File: config.mk
export PLATFORM = sky130hd
export DESIGN_NAME = combat_controller_flat
export DESIGN_NICKNAME = d
export VERILOG_FILES = /design/src/rtl/engine_pkg.sv /design/src/rtl/combat_controller_if.sv /design/src/rtl/rng_lfsr.sv /design/src/rtl/combat_controller.sv /design/src/flat_wrapper.sv
export SDC_FILE = /design/constraint.sdc
export NUM_CORES = 1
export LEC_CHECK = 0
export ABC_AREA = 1
export BUFFER_PORTS_ARGS = -buffer_cell sky130_fd_sc_hd__buf_2
export CORE_MARGIN = 5
export CORE_UTILIZATION = 25
export DETAILED_ROUTE_END_ITERATION = 10
export GPL_TIMING_DRIVEN = 1
export PLACE_DENSITY = 0.43
export SLEW_MARGIN = 10
export SYNTH_ARGS = -nofsm -noshare
export SYNTH_HDL_FRONTEND = slang
export SYNTH_HIERARCHICAL = 1
export SYNTH_SLANG_ARGS = --single-unit
File: constraint.sdc
create_clock -name clk -period 3.33 [get_ports clk]
set_input_delay 0.1665 -clock clk [delete_from_list [all_inputs] [get_ports clk]]
set_output_delay 0.1665 -clock clk [all_outputs]
set_load 0.01 [all_outputs]
File: src/rtl/engine_pkg.sv
// Shared types and constants for the combat engine: FSM states, event codes,
// command codes, move directions and the saturating HP subtract.
package engine_pkg;

    typedef enum logic [2:0] {
        ST_IDLE       = 3'd0,
        ST_WAIT_CMD   = 3'd1,
        ST_PLAYER_ACT = 3'd2,
        ST_RUN        = 3'd3,
        ST_ENEMY_ACT  = 3'd4,
        ST_DEAD       = 3'd5
    } state_t;

    typedef enum logic [2:0] {
        EVT_HIT      = 3'd0,
        EVT_WIN      = 3'd1,
        EVT_LOSE     = 3'd2,
        EVT_RUN_OK   = 3'd3,
        EVT_RUN_FAIL = 3'd4,
        EVT_BAD_CMD  = 3'd5
    } evt_t;

    typedef enum logic [1:0] {
        DIR_RIGHT = 2'd0,
        DIR_LEFT  = 2'd1,
        DIR_UP    = 2'd2,
        DIR_DOWN  = 2'd3
    } dir_t;

    localparam logic [15:0] CMD_ATTACK = 16'd5;
    localparam logic [15:0] CMD_RUN    = 16'd6;
    localparam logic [15:0] LFSR_SEED  = 16'hACE1;

    // Subtract in 17 bits and clamp at zero so HP can never wrap.
    function automatic logic [15:0] sat_sub(input logic [15:0] a, input logic [16:0] b);
        logic [16:0] wide_a;
        wide_a = {1'b0, a};
        return (b >= wide_a) ? 16'd0 : a - b[15:0];
    endfunction

endpackage

File: src/rtl/combat_controller_if.sv
// Command handshake plus event / escape-move outputs of the combat controller.
interface combat_controller_if;
    logic        cmd_valid;
    logic [15:0] cmd;
    logic        cmd_ready;
    logic        evt_valid;
    logic [2:0]  evt_code;
    logic        move_req;
    logic [1:0]  move_dir;

    modport master (
        output cmd_valid, cmd,
        input  cmd_ready, evt_valid, evt_code, move_req, move_dir
    );

    modport slave (
        input  cmd_valid, cmd,
        output cmd_ready, evt_valid, evt_code, move_req, move_dir
    );
endinterface

File: src/rtl/rng_lfsr.sv
// Free-running 16-bit Fibonacci LFSR, polynomial x^16+x^14+x^13+x^11+1,
// seeded with 16'hACE1 on reset and stepped every clock.
module rng_lfsr
    import engine_pkg::*;
(
    input  logic        clk,
    input  logic        rst,
    output logic [15:0] state
);

    always_ff @(posedge clk or posedge rst) begin
        if (rst) state <= LFSR_SEED;
        else     state <= {state[0] ^ state[2] ^ state[3] ^ state[5], state[15:1]};
    end

endmodule

File: src/rtl/combat_controller.sv
// Turn-based combat FSM with registered outputs. Define GODMODE_EN to make
// enemy strikes harmless (player HP frozen, always HIT, DEAD unreachable).
module combat_controller
    import engine_pkg::*;
#(
    parameter int PLAYER_MAX_HP = 100,
    parameter int ENEMY_HP      = 50,
    parameter int PLAYER_DMG    = 10,
    parameter int ENEMY_DMG     = 8
) (
    input  logic                clk,
    input  logic                rst,
    input  logic                enc_start,
    combat_controller_if.slave  bus,
    input  logic                rng_ovr,
    input  logic [3:0]          rng_ovr_val,
    output logic [15:0]         player_hp,
    output logic [15:0]         enemy_hp,
    output logic                in_combat
);

    state_t      state_q, state_d;
    logic [15:0] php_q, php_d;
    logic [15:0] ehp_q, ehp_d;
    logic        evt_valid_q, evt_valid_d;
    evt_t        evt_code_q, evt_code_d;
    logic        move_req_q, move_req_d;
    logic [1:0]  move_dir_q, move_dir_d;
    logic        cmd_ready_q, cmd_ready_d;
    logic        in_combat_q, in_combat_d;

    logic [15:0] lfsr_state;
    logic [3:0]  rnd;
    logic        unused_lfsr_hi;

    rng_lfsr u_rng (
        .clk   (clk),
        .rst   (rst),
        .state (lfsr_state)
    );

    assign rnd            = rng_ovr ? rng_ovr_val : lfsr_state[3:0];
    assign unused_lfsr_hi = ^lfsr_state[15:4];

    // NOTE: every variable gets a default before the case so no path leaves it unassigned (no latches).
    always_comb begin
        state_d     = state_q;
        php_d       = php_q;
        ehp_d       = ehp_q;
        evt_valid_d = 1'b0;
        evt_code_d  = evt_code_q;
        move_req_d  = 1'b0;
        move_dir_d  = move_dir_q;

        case (state_q)
            ST_IDLE: begin
                if (enc_start) begin
                    ehp_d   = 16'(ENEMY_HP);
                    state_d = ST_WAIT_CMD;
                end
            end
            ST_WAIT_CMD: begin
                if (bus.cmd_valid && cmd_ready_q) begin
                    if (bus.cmd == CMD_ATTACK)   state_d = ST_PLAYER_ACT;
                    else if (bus.cmd == CMD_RUN) state_d = ST_RUN;
                    else begin
                        evt_valid_d = 1'b1;
                        evt_code_d  = EVT_BAD_CMD;
                    end
                end
            end
            ST_PLAYER_ACT: begin
                ehp_d = sat_sub(ehp_q, 17'(PLAYER_DMG) + {15'd0, rnd[1:0]});
                if (ehp_d == 16'd0) begin
                    evt_valid_d = 1'b1;
                    evt_code_d  = EVT_WIN;
                    state_d     = ST_IDLE;
                end else begin
                    state_d = ST_ENEMY_ACT;
                end
            end
            ST_RUN: begin
                evt_valid_d = 1'b1;
                if (rnd[1:0] != 2'd0) begin
                    move_req_d = 1'b1;
                    move_dir_d = rnd[3:2];
                    evt_code_d = EVT_RUN_OK;
                    state_d    = ST_IDLE;
                end else begin
                    evt_code_d = EVT_RUN_FAIL;
                    state_d    = ST_ENEMY_ACT;
                end
            end
            ST_ENEMY_ACT: begin
                evt_valid_d = 1'b1;
`ifdef GODMODE_EN
                evt_code_d  = EVT_HIT;
                state_d     = ST_WAIT_CMD;
`else
                php_d = sat_sub(php_q, 17'(ENEMY_DMG));
                if (php_d == 16'd0) begin
                    evt_code_d = EVT_LOSE;
                    state_d    = ST_DEAD;
                end else begin
                    evt_code_d = EVT_HIT;
                    state_d    = ST_WAIT_CMD;
                end
`endif
            end
            ST_DEAD: state_d = ST_DEAD;
            default: state_d = ST_IDLE;
        endcase

        // Status flags follow the next state so they line up with it after the edge.
        cmd_ready_d = (state_d == ST_WAIT_CMD);
        in_combat_d = !(state_d inside {ST_IDLE, ST_DEAD});
    end

    // NOTE: sequential state uses non-blocking assignments so all registers update from pre-edge values.
    always_ff @(posedge clk or posedge rst) begin
        if (rst) begin
            state_q     <= ST_IDLE;
            php_q       <= 16'(PLAYER_MAX_HP);
            ehp_q       <= 16'd0;
            evt_valid_q <= 1'b0;
            evt_code_q  <= EVT_HIT;
            move_req_q  <= 1'b0;
            move_dir_q  <= 2'd0;
            cmd_ready_q <= 1'b0;
            in_combat_q <= 1'b0;
        end else begin
            state_q     <= state_d;
            php_q       <= php_d;
            ehp_q       <= ehp_d;
            evt_valid_q <= evt_valid_d;
            evt_code_q  <= evt_code_d;
            move_req_q  <= move_req_d;
            move_dir_q  <= move_dir_d;
            cmd_ready_q <= cmd_ready_d;
            in_combat_q <= in_combat_d;
        end
    end

    assign bus.cmd_ready = cmd_ready_q;
    assign bus.evt_valid = evt_valid_q;
    assign bus.evt_code  = evt_code_q;
    assign bus.move_req  = move_req_q;
    assign bus.move_dir  = move_dir_q;
    assign player_hp     = php_q;
    assign enemy_hp      = ehp_q;
    assign in_combat     = in_combat_q;

endmodule

File: src/flat_wrapper.sv
// flat-port wrapper written by rule: the top's interface ports become plain ports
module combat_controller_flat import engine_pkg::*;
#(
    parameter int PLAYER_MAX_HP = 100,
    parameter int ENEMY_HP      = 50,
    parameter int PLAYER_DMG    = 10,
    parameter int ENEMY_DMG     = 8
)
  (clk, rst, enc_start, rng_ovr, rng_ovr_val, player_hp, enemy_hp, in_combat, bus_cmd_valid, bus_cmd, bus_cmd_ready, bus_evt_valid, bus_evt_code, bus_move_req, bus_move_dir);
  combat_controller_if bus_i ();
  input  logic clk;
  input  logic rst;
  input  logic enc_start;
  input  logic rng_ovr;
  input  logic [3:0] rng_ovr_val;
  output logic [15:0] player_hp;
  output logic [15:0] enemy_hp;
  output logic in_combat;
  input wire logic [$bits(bus_i.cmd_valid)-1:0] bus_cmd_valid;
  input wire logic [$bits(bus_i.cmd)-1:0] bus_cmd;
  output wire logic [$bits(bus_i.cmd_ready)-1:0] bus_cmd_ready;
  output wire logic [$bits(bus_i.evt_valid)-1:0] bus_evt_valid;
  output wire logic [$bits(bus_i.evt_code)-1:0] bus_evt_code;
  output wire logic [$bits(bus_i.move_req)-1:0] bus_move_req;
  output wire logic [$bits(bus_i.move_dir)-1:0] bus_move_dir;
  assign bus_i.cmd_valid = bus_cmd_valid;
  assign bus_i.cmd = bus_cmd;
  assign bus_cmd_ready = bus_i.cmd_ready;
  assign bus_evt_valid = bus_i.evt_valid;
  assign bus_evt_code = bus_i.evt_code;
  assign bus_move_req = bus_i.move_req;
  assign bus_move_dir = bus_i.move_dir;
  combat_controller #(.PLAYER_MAX_HP(PLAYER_MAX_HP), .ENEMY_HP(ENEMY_HP), .PLAYER_DMG(PLAYER_DMG), .ENEMY_DMG(ENEMY_DMG)) u_core (.clk(clk), .rst(rst), .enc_start(enc_start), .bus(bus_i), .rng_ovr(rng_ovr), .rng_ovr_val(rng_ovr_val), .player_hp(player_hp), .enemy_hp(enemy_hp), .in_combat(in_combat));
endmodule
==> results.md, run 1 <==
* Routability cong. at 0.8260
* Clock Skews at ~7.6 ps
* EDFF count, synth at 0
* Largest net degree at the start of global routing at 45
* Cells along the critical path: mux2i_1 -> inv_1 -> ha_1 -> inv_1 -> fa_1 -> nand3_2 -> nand2_2 -> nand2_2 -> nand3_4 -> nand3_1 -> nand3_1 -> nor3_2 -> nand3_1 -> nand3_1 -> nand2_1
* Post-CTS Resized at 0
* Fillers at 1,444
* CP max-delay cell: dfstp_2
* RSZ-0062 raised after global routing: no
* Pre-antenna DRT Iters at 4
* Share of the synthesized area in the top cell type at 0.3607
* First DRT Iteration DRCs at 263
* Antenna diode instance count at 0
* Slew Viols, Final at 0
* # DRC at 0
* Mapped cell area at 3400 um2
* Crit-path most repeated cell: nand3_1
* Antenna violations before repair at 0
* Internal power at 1.369 mW
* Synth Area per Inst at 7.471 um2
* List of most frequent post-synthesis cells: nand2_1 (118), inv_1 (62), nor2_1 (50)
* Worst setup SP type: flop
* Main synth FF type: dfrtp_1
* Overall Power at 1.786 mW
* F_max at 366.0 MHz
* Final hold viol count at 0
* Switching pwr at 0.4161 mW
* # H-tree levels at 3
* Die ar. at 16,030 um2
* # setup viols final at 0
* Die H at around 130 um
* Library cells used by synthesis at 36
* Clock power share at 0.527
* Count leader, synth: nand2_1
* Starting Density at 0.2557
* Vias per cell at 4.469
* Nets@finish at 557
* Warnings from Yosys at 6
* Relative slew slack at 0.3468
* Seq pwr share at 0.413
* Power Density at 422.4 nW/um2
* Yosys reg bits at 60
* CP Data Arrival Time at between 2000 and 3000 ps
* Part of the cycle the worst path needs at 0.8206
* Setup_tns at 0 ps
* Critical path class: reg2reg
* Multi-input gate area at about 1600 um2
* Synth async-reset ratio at 1.000
* Aggregate global-route resource usage at 0.1191
* Crit end category: flop
* First-pass GRT wire length at 15,370 um
* DRT antenna net count at 0
* Syn Inst Count at between 400 and 500
* Sequential share of the synthesized area at 0.4457
* Max incr delay on CP at 550 ps
* Vias in the first global route at 3,051
* Share of post-route cells with drive strength above 1 at 0.2444
* WL per Instance at 12.94 um
* Top cells by area, synth: dfrtp_1 (36%), nand2_1 (13%), dfstp_2 (8.5%), nand3_1 (7.2%), inv_1 (6.8%)
* Min-Delay Path Class: in2reg
* Final Critical Period at 2733 ps
* Syn Nets at 485
* GRT overflow at 0
* Comb power frac at 0.060
* Top Ports at 66
* Worst IR drop on VDD at 0.2148 mV
* Sink Count at 60
* Core footprint at 13,300 um2
* CTS Buffer Depth at 2
* FP Rows at 42
* CTS tree: yes
* R2R Setup Slk at 600 ps
* CTS Buf Count at 9
* DRT Wirelength at a little over 9000 um
* Leak pwr at 2.150 nW
* Reg clk slew, reported paths at 60 ps
* Layout Utilization at 0.3179
* Vias at 3,164
* Clk Latency, worst-skew pair at 330 ps
* Status: finished, final reports clean
* Net Sw Frac at 0.2331
* Max FO, Critical Path at 17
* Required @ worst endpoint at 3550 ps
* Synth-to-layout area growth at 24.33%
* Max Cap Viol at 0
* Top cell type by total area after synthesis: dfrtp_1
* Register area at approximately 1500 um2
* IO buf count at 65
* Die Wd at between 100 and 150 um
* DP Wirelength at 6852 um
* CTS root buffer: clkbuf_16
* Worst Tran Pin Value at ~1000 ps
state kept, by name, summed over array words and instances (netlist names):
name,flops
u_core/bus.cmd_ready,1
u_core/bus.evt_code,3
u_core/bus.evt_valid,1
u_core/bus.move_dir,2
u_core/bus.move_req,1
u_core/enemy_hp,16
u_core/in_combat,1
u_core/player_hp,16
u_core/state_q,3
u_core/u_rng/state,16
critical path: cells and delay by family, from the launching register on:
family,cells,cell delay (ps)
simple gates,10,1300
buf+inv,2,120
flops,1,550
mux,1,70
fa+ha+maj,2,550
path summary, 6_finish.rpt:
check	startpoint	end	cells after the start
worst max-delay path	u_core/u_rng/state[0]	u_core/bus.evt_code[0]	15
worst min-delay path	rng_ovr_val[2]	u_core/bus.move_dir[0]	3
worst max register to register	u_core/u_rng/state[0]	u_core/bus.evt_code[0]	15
worst min register to register	u_core/u_rng/state[9]	u_core/u_rng/state[8]	0
max in group asynchronous	rst	u_core/state_q[0]	3
min in group asynchronous	rst	u_core/u_rng/state[2]	3
per-layer routing:
| layer | GRT usage | share of wire | up-vias |
|---|---|---|---|
| met4 | 0.04416 | 0.012 | 0 |
| met3 | 0.02984 | 0.062 | 9 |
| met2 | 0.1790 | 0.45 | 95 |
| met5 | 0 | 0 | - |
| met1 | 0.1652 | 0.48 | 1450 |
| li1 | - | - | 1610 |
cells in the final DEF, fill, tap and decap left out, types with 3 or more instances in the layout:
cell / count
nand3_1: 49
nand4_1: 7
a21oi_1: 10
nor3_1: 6
nand2_1: 118
nand3_2: 4
nand2_2: 7
inv_2: 3
nor2_2: 16
dfstp_2: 11
buf_2: 65
o21ai_0: 23
dfrtp_1: 49
ha_1: 4
nor2_1: 50
o22ai_1: 9
clkbuf_16: 9
inv_1: 61
cell type report:
type,instances,share of cell area
clock buffers,10,0.05654
repair buffers,67,0.08111
clock inverters,6,0.01510
inverters,65,0.05773
flip-flops and latches,60,0.3585
well taps,176,0.05210
multi-input cells,324,0.3789
logic make-up after synthesis:
kind of cell,synth area share
and+or+nand+nor,0.3574
buffers and inverters,0.08318
DFF,0.4457
AOI/OAI and AO/OA,0.08244
adders and majority gates,0.02061
xor gates and xnor gates,0.007731
muxes,0.002945
through the flow:
step                setup WS (ps)  hold WS, ps  instance area [um2]  std cells
floorplan                   914.6        74.51                 3400        455
global placement            625.3        264.6                 3914        691
detailed placement          562.6        264.3                 3914        691
CTS                         603.1        74.01                 4227        708
global route                321.9        94.16                 4227        708
finish                      597.5        89.14                 4227        708
timing repair:
item | CTS | global route
hold endpoints to repair | 8 | 0
hold buffers | 1 | 0
setup buffers | 0 | 0
power by group through the flow:
| stage | Clock [mW] | Combinational, mW | Sequential, mW |
|---|---|---|---|
| 2_1_floorplan | 0 | 0.0694 | 0.751 |
| 3_3_place_gp | 0 | 0.108 | 0.749 |
| 3_5_place_dp | 0 | 0.108 | 0.749 |
| 4_1_cts | 0.971 | 0.109 | 0.737 |
| 5_1_grt | 1.00 | 0.125 | 0.737 |
| 6_report | 0.942 | 0.107 | 0.737 |
No activity file was read; power rests on OpenSTA's default activity.
==> inputs of run 2 (changes only) <==
Clock period 3.33 ns to 2.7 ns, I/O delays scaled along.
==> run 2 against run 1 <==
- sequential power is 23% higher
- largest power group unchanged
- non-clock buffer count is 4 higher
- worst hold slack worse by 20 ps
- clock-buffer cell count is 2 higher
- sequential cell count stayed put
- register-to-register slack worse by 560 ps
- clock power is 23% higher
==> results.md, run 2 (synthesis gave the netlist of run 1 again) <==
* Crit-path most repeated cell: nand2_4 (was nand3_1)
* Die H at 126.6 um (unchanged)
* Largest net degree at the start of global routing at 45 (unchanged)
* Part of the cycle the worst path needs at 0.9873 (was 0.8206)
* RSZ-0062 raised after global routing: yes (was no)
* Crit end category: flop (unchanged)
* Slew Viols, Final at 0 (unchanged)
* Relative slew slack at 0.3316 (was 0.3468)
* Overall Power at 2.229 mW (was 1.786 mW)
* Vias in the first global route at 3,074 (was 3,051)
* Multi-input gate area at 1733 um2 (was 1602 um2)
* Share of post-route cells with drive strength above 1 at 0.2918 (was 0.2444)
* Cells along the critical path: mux2i_1 -> inv_1 -> ha_2 -> inv_2 -> fa_2 -> nand3_4 -> nand2_4 -> nand2_4 -> nand3_4 -> nand2_4 -> nand3_2 -> nor2_2 -> nand2_1 -> nor2_2 -> nand2_1 -> nand2_2 -> o211ai_1 (was mux2i_1 -> inv_1 -> ha_1 -> inv_1 -> fa_1 -> nand3_2 -> nand2_2 -> nand2_2 -> nand3_4 -> nand3_1 -> nand3_1 -> nor3_2 -> nand3_1 -> nand3_1 -> nand2_1)
* CP max-delay cell: dfstp_2 (unchanged)
* WL per Instance at 13.06 um (was 12.94 um)
* Antenna violations before repair at 0 (unchanged)
* CTS Buffer Depth at 2 (unchanged)
* Max Cap Viol at 0 (unchanged)
* First-pass GRT wire length at 15,350 um (was 15,370 um)
* Leak pwr at 2.224 nW (was 2.150 nW)
* Vias per cell at 4.468 (was 4.469)
* # H-tree levels at 3 (unchanged)
* Placed instance count at 693 (was 691)
* Worst setup SP type: flop (unchanged)
* Final hold viol count at 0 (unchanged)
* Reg clk slew, reported paths at 50 ps (was 60 ps)
* Pre-antenna DRT Iters at 4 (unchanged)
* Synth-to-layout area growth at 29.11% (was 24.33%)
* Layout Utilization at 0.3301 (was 0.3179)
* Nets@finish at 563 (was 557)
* # setup viols final at 0 (unchanged)
* GRT overflow at 0 (unchanged)
* Fillers at 1,428 (was 1,444)
* Die ar. at 16,030 um2 (unchanged)
* Routability cong. at 0.8435 (was 0.8260)
* First DRT Iteration DRCs at 204 (was 263)
* Worst IR drop on VDD at 0.2120 mV (was 0.2148 mV)
* Crit-path leading delay family: simple AND/OR/NAND/NOR gates (unchanged)
* Required @ worst endpoint at 2900 ps (was 3550 ps)
* FP Rows at 42 (unchanged)
* Antenna diode instance count at 0 (unchanged)
* Power Density at 507.9 nW/um2 (was 422.4 nW/um2)
* DRT antenna net count at 0 (unchanged)
* Most frequent cells in the layout: nand2_1 (112), buf_2 (65), inv_1 (60) (was nand2_1 (118), buf_2 (65), inv_1 (61))
* DP Wirelength at 6946 um (was 6852 um)
* Register area at 1515 um2 (unchanged)
* Commonest non-fill, non-tap cell in the layout: nand2_1 (unchanged)
* CTS Buf Count at 9 (unchanged)
* Max FO, Critical Path at 4 (was 17)
* Fin cells at 714 (was 708)
* Aggregate global-route resource usage at 0.1200 (was 0.1191)
* # DRC at 0 (unchanged)
* DRT Wirelength at 9323 um (was 9159 um)
* Clk Latency, worst-skew pair at 330 ps (about the same)
* Starting Density at 0.2557 (unchanged)
* Min-Delay Path Class: in2reg (unchanged)
* Clock Skews at 9.013 ps (was 7.639 ps)
* Top Ports at 66 (unchanged)
* Vias at 3,190 (was 3,164)
* Final Critical Period at 2666 ps (was 2733 ps)
* Design area at 4389 um2 (was 4227 um2)
* Status: finished, final reports clean (unchanged)
* Critical path class: reg2reg (unchanged)
* Die Wd at 126.6 um (unchanged)
* Sink Count at 60 (unchanged)
* CTS root buffer: clkbuf_16 (unchanged)
* CP Data Arrival Time at 2870 ps (was 2950 ps)
* Core footprint at 13,300 um2 (unchanged)
* Critical path buffer and inverter count at 2 (unchanged)
* Max incr delay on CP at 530 ps (was 550 ps)
* IO buf count at 65 (unchanged)
* F_max at 375.1 MHz (was 366.0 MHz)
* CTS tree: yes (unchanged)
* Worst Tran Pin Value at 1001 ps (was 979.8 ps)
* Area of placed instances at 3929 um2 (was 3914 um2)
[run 2: cell types whose count changed in the layout (fill, tap and decap cells not counted), moves of 2 or more]
cell and change:
buf_4 +4, nand2_2 +4, o21ai_0 -2, nand3_4 +3, nor2_2 +2, nand2_1 -6
nand3_2 +9, nand3_1 -10, nand2_4 +2, nor2_1 -2
[run 2: routing by layer]
| metal | share of wire | GRT usage |
|---|---|---|
| met5 | 0 | 0 |
| met3 | 0.047 | 0.03153 |
| met1 | 0.49 | 0.1579 |
| met2 | 0.44 | 0.1837 |
| met4 | 0.020 | 0.05615 |
[run 2: power breakdown]
part / switching (mW) / internal, mW / total (mW) / leakage, nW
registers: 0.00353 / 0.906 / 0.910 / 0.720
logic: 0.102 / 0.0560 / 0.158 / 1.36
clock network: 0.401 / 0.761 / 1.16 / 0.149
total: 0.507 / 1.72 / 2.23 / 2.22
[run 2: path summary, 6_finish.rpt]
kind                                        from                endpoint  slack (ps)  cells past startpoint
setup / recovery           u_core/u_rng/state[0]        u_core/in_combat          30                     17
hold / removal                    rng_ovr_val[2]  u_core/bus.move_dir[0]          70                      3
setup reg to reg           u_core/u_rng/state[0]        u_core/in_combat          30                     17
hold reg to reg            u_core/u_rng/state[8]   u_core/u_rng/state[7]         340                      0
max in group asynchronous                    rst     u_core/player_hp[1]        1480                      3
min in group asynchronous                    rst   u_core/u_rng/state[1]         420                      3
[run 2: repair_timing]
action,in CTS,in global routing
endpoints found under the setup margin,5,7
buffers inserted,0,2
endpoints found under the hold margin,8,0
cloned,1,1
hold buffers,1,0
resized for setup,0,29
pin swaps,0,15
[run 2: layout make-up]
type / count / area share
Clock buffer: 12 / 0.05844
Clock inverter: 4 / 0.01083
Inverter: 65 / 0.05559
Multi-Input combinational cell: 326 / 0.3948
Sequential cell: 60 / 0.3452
Tap cell: 176 / 0.05017
Timing Repair Buffer: 71 / 0.08495
[run 2: worst register-to-register path, cell delays in order (launching register included)]
cell and delay (ps):
dfstp_2 530, mux2i_1 60, inv_1 80, ha_2 180
inv_2 40, fa_2 390, nand3_4 120, nand2_4 80
nand2_4 130, nand3_4 130, nand2_4 110, nand3_2 70
nor2_2 110, nand2_1 70, nor2_2 160, nand2_1 90
nand2_2 110, o211ai_1 100
[run 2: per-stage QoR]
stage	setup slack, ps	setup TNS, ps	hold slack (ps)
after floorplan	284.6	0	43.01
after global placement	58.47	0	229.4
after detailed placement	-32.87	-88.95	240.4
after CTS	7.249	0	56.33
after global routing	-171.7	-846.6	85.74
final	34.33	0	68.77
